**config.mk**
```make
export PLATFORM = sky130hd
export DESIGN_NAME = lenet_seq_divider_u8
export DESIGN_NICKNAME = d
export VERILOG_FILES = /design/src/rtl/lenet_seq_divider_u8.sv
export SDC_FILE = /design/constraint.sdc
export NUM_CORES = 1
export LEC_CHECK = 0
export BUFFER_PORTS_ARGS = -buffer_cell sky130_fd_sc_hd__buf_2
export CAP_MARGIN = 20
export CORE_MARGIN = 8
export CORE_UTILIZATION = 58
export CTS_BUF_LIST = sky130_fd_sc_hd__clkbuf_8
export DETAILED_ROUTE_END_ITERATION = 16
export PLACE_DENSITY_LB_ADDON = 0.3
export SLEW_MARGIN = 10
export SYNTH_ARGS = -nofsm -noshare
export SYNTH_HDL_FRONTEND = slang
export SYNTH_SLANG_ARGS = --single-unit
```
**constraint.sdc**
```tcl
create_clock -name clk -period 2.6 [get_ports clk]
set_input_delay 0.13 -clock clk [delete_from_list [all_inputs] [get_ports clk]]
set_output_delay 0.13 -clock clk [all_outputs]
set_load 0.05 [all_outputs]
```
**src/rtl/lenet_seq_divider_u8.sv**
```systemverilog
// Iterative restoring divider: 2W-bit dividend by W-bit divisor, one quotient bit per cycle.
// Optional round-to-nearest quotient stage enabled by defining DIV_ROUND_EN.
module lenet_seq_divider_u8 #(
  parameter int W = 8
) (
  input  logic           clk,
  input  logic           rst_n,
  input  logic           in_valid,
  output logic           in_ready,
  input  logic [2*W-1:0] z,
  input  logic [W-1:0]   y,
  output logic           out_valid,
  input  logic           out_ready,
  output logic [W-1:0]   q,
  output logic [W-1:0]   r,
  output logic           ovf,
  output logic           dbz
);

  localparam int CW = (W > 1) ? $clog2(W) : 1;

  typedef enum logic [1:0] {IDLE, CALC, ROUND, DONE} state_t;

  state_t        state, state_next;
  logic [W:0]    p, p_next;
  logic [W-1:0]  sh, sh_next;
  logic [W-1:0]  dvs, dvs_next;
  logic [W-1:0]  q_reg, q_next;
  logic [W-1:0]  r_reg, r_next;
  logic          ovf_reg, ovf_next;
  logic          dbz_reg, dbz_next;
  logic [CW-1:0] cnt, cnt_next;
  logic [W:0]    p_shift;
  logic [W:0]    p_sub;

  always_ff @(posedge clk) begin
    if (!rst_n) begin
      state   <= IDLE;
      p       <= '0;
      sh      <= '0;
      dvs     <= '0;
      q_reg   <= '0;
      r_reg   <= '0;
      ovf_reg <= 1'b0;
      dbz_reg <= 1'b0;
      cnt     <= '0;
    end else begin
      state   <= state_next;
      p       <= p_next;
      sh      <= sh_next;
      dvs     <= dvs_next;
      q_reg   <= q_next;
      r_reg   <= r_next;
      ovf_reg <= ovf_next;
      dbz_reg <= dbz_next;
      cnt     <= cnt_next;
    end
  end

  always_comb begin
    state_next = state;
    p_next     = p;
    sh_next    = sh;
    dvs_next   = dvs;
    q_next     = q_reg;
    r_next     = r_reg;
    ovf_next   = ovf_reg;
    dbz_next   = dbz_reg;
    cnt_next   = cnt;
    // p < dvs holds before each shift, so the shifted value fits in W+1 bits
    p_shift    = {p[W-1:0], sh[W-1]};
    p_sub      = p_shift - {1'b0, dvs};

    case (state)
      IDLE: begin
        if (in_valid) begin
          dvs_next = y;
          if (y == '0) begin
            dbz_next   = 1'b1;
            ovf_next   = 1'b0;
            q_next     = '1;
            r_next     = '0;
            state_next = DONE;
          end else if (z[2*W-1:W] >= y) begin
            dbz_next   = 1'b0;
            ovf_next   = 1'b1;
            q_next     = '1;
            r_next     = '0;
            state_next = DONE;
          end else begin
            dbz_next   = 1'b0;
            ovf_next   = 1'b0;
            p_next     = {1'b0, z[2*W-1:W]};
            sh_next    = z[W-1:0];
            q_next     = '0;
            r_next     = '0;
            cnt_next   = CW'(W - 1);
            state_next = CALC;
          end
        end
      end

      CALC: begin
        sh_next = sh << 1;
        if (p_shift >= {1'b0, dvs}) begin
          p_next = p_sub;
          q_next = {q_reg[W-2:0], 1'b1};
        end else begin
          p_next = p_shift;
          q_next = {q_reg[W-2:0], 1'b0};
        end
        cnt_next = cnt - CW'(1);
        if (cnt == '0) begin
          r_next = p_next[W-1:0];
`ifdef DIV_ROUND_EN
          state_next = ROUND;
`else
          state_next = DONE;
`endif
        end
      end

`ifdef DIV_ROUND_EN
      ROUND: begin
        // remainder stays unrounded; quotient saturates at all-ones
        if (({r_reg, 1'b0} >= {1'b0, dvs}) && (q_reg != '1))
          q_next = q_reg + 1'b1;
        state_next = DONE;
      end
`endif

      DONE: begin
        if (out_ready)
          state_next = IDLE;
      end

      default: state_next = IDLE;
    endcase
  end

  assign in_ready  = (state == IDLE);
  assign out_valid = (state == DONE);
  assign q         = q_reg;
  assign r         = r_reg;
  assign ovf       = ovf_reg;
  assign dbz       = dbz_reg;

endmodule

```
==> results.tsv <==
metric	value	unit
status	completed	
path_max_fanout	3	
drv_cap	0	
fmax	429	MHz
worst-endpoint-required	2810	ps
synthCells	321	
maxSlewHeadroom	0.422	
drc_errors	0	
ys_seq_elements	47	
placed_cells	410	
worstMarginPinSlew	866	ps
core_area	0.00438	mm²
die_w	83.6	µm
crit_chain	inv_1 > ha_1 > inv_1 > fa_1 > a211oi_1 > nor2_1 > o21a_1 > o21ai_0 > o311ai_0 > a221oi_1	
htreeDepth	2	
antenna_found_initial	0	
syn-mean-instance-area	8.26	µm²
worst-path-buf-inv	2	
clock_latency	310	ps
drt_iter0_drc	290	
portBuffers	47	
cts_hold_buf	0	
final_cells	418	
totalWireLength	6580	µm
start_kind	flip-flop	
end_kind	flip-flop	
powerDensity	820	mW/mm²
syn_nets	368	
die-area	0.00699	mm²
detail-route-antenna-nets	0	
worst_hold_path_type	in -> reg	
setup_tns	0	ps
wl_per_cell	15.7	µm
final_util	0.693	
rsz0062_at_grt	false	
grt_max_degree	26	
grt_usage	0.188	
die_h	83.6	µm
grt_overflow_total	0	
crit_top_cell	inv_1	
dpl-instance-area	0.00292	mm²
critical-path-max-stage-delay	420	ps
routabilityCongestion	0.937	
syn2layout_area_growth	14.7	%
path_class	reg -> reg	
cts.reportedPaths.clkPinSlew	90	ps
async_flop_share	0	
ir_worst_vdd	0.394	mV
ios	48	
synth-main-ff-cell	dfxtp_1	
layout_setup_ws	270	ps
synth_area	0.00265	mm²
grt_pass1_vias	2323	
final_nets	412	
period_needed	2330	ps
finalPower	2.49	mW
dp_hpwl	4910	µm
start_util	0.604	
yosysUniqueCellTypes	51	
finalSetupViolCount	0	
path_delay_family	compound AO/OA/AOI/OAI gates	
cts_tree	built	
pre_cts_slack	289	ps
skew	9.99	ps
clock-sinks	47	
num_antenna_cells	0	
yosysSeqAreaShare	0.355	
post_cts_buffers	0	
arrival	2540	ps
hold_ws	76.0	ps
cp_slowest_cell	fa_1	
rows	24	
cts_buffers	5	
cts_max_path_buffers	2	
slew_viol_final	0	
dr.pass1.iters	4	
hold_violations	0	
grt_pass1_wl	11100	µm
viasPerCell	5.80	
yosysWarningCount	0	
final_cell_area	0.00304	mm²
synth-edff-count	0	
period_share	0.896	
cts_resized	0	
root_buffer	clkbuf_8	
p_leak	1.34	nW
final_layout_size_suffix_gt1_frac	0.213	
num_vias	2425	
-- report_power, final --
group	switching (mW)	leakage, nW	internal [mW]
Clock	0.264	0.0587	0.292
Sequential	0.0687	0.386	0.816
Combinational	0.656	0.896	0.395
Total	0.989	1.34	1.50
-- kinds of logic after synthesis --
logic type / after synthesis / share of synthesized area
simple gates: 105 / 0.180
compound gates: 95 / 0.254
flops: 47 / 0.355
buf+inv: 41 / 0.0656
fa+ha+maj: 19 / 0.0925
mux: 11 / 0.0425
xor+xnor: 3 / 0.00992
-- synthesized netlist by cell type, types with 6 or more instances --
cell,instances,area [µm²]
nor2b_1,6,37.5
nor2_1,27,101
clkbuf_1,14,52.6
dfxtp_1,47,941
mux2i_1,9,90.1
ha_1,18,225
a311oi_2,7,105
a211oi_1,8,60.1
a21oi_1,32,160
nand3_1,7,35.0
a22oi_1,12,90.1
nand2_1,46,173
o21ai_0,12,60.1
inv_1,23,86.3
-- path summary, 6_finish.rpt --
kind | startpoint | endpoint | slack, ps | depth (start not counted)
worst max-delay path | sh[7] | p[6] | 270 | 10
worst min-delay path | y[2] | dvs[2] | 80 | 3
worst max register to register | sh[7] | p[6] | 270 | 10
worst min register to register | r[5] | r[5] | 450 | 2
-- metal layers --
layer / wire length, µm / part of all wire / vias to the layer above / track usage
li1: - / - / 1221 / -
met1: 3180 / 0.48 / 1134 / 0.253
met2: 2990 / 0.46 / 62 / 0.288
met3: 326 / 0.050 / 8 / 0.0371
met4: 73 / 0.011 / 0 / 0.0675
met5: 0 / 0 / - / 0
-- final cells by class --
class	count	area (µm²)
repair buffers	55	295
inverters	23	86.3
flip-flops and latches	47	941
clock inverters	3	47.5
fillers	358	1350
well taps	52	65.1
multi-input cells	233	1540
clock buffers	5	68.8
-- tightest hold or removal path, delay by kind of cell --
kind                   cells  cell delay, ps
AO/OA/AOI/OAI              1              50
buffers and inverters      1             110
AND/OR/NAND/NOR            1              50
-- layout by cell type, fill, tap and decap left out, types with 2 or more instances in the layout --
cell      Yosys  layout
a221oi_1      2       2
nand2_1      46      46
nand3_1       7       7
dfxtp_1      47      47
nor2_1       27      27
a22oi_1      12      12
inv_1        23      23
buf_4         1       8
a211oi_1      8       8
or4_4         2       2
mux2i_1       9       9
ha_1         18      18
a311oi_2      7       7
buf_2         1      47
o22ai_1       2       2
nor2b_1       6       6
nand2b_1      5       5
o21ai_0      12      12
and2_1        2       2
mux2_2        2       2
clkbuf_8      0       5
xnor2_1       2       2
a21o_1        5       5
nand4_1       2       2
a21oi_1      32      32
(Power assumes the default switching activity.)
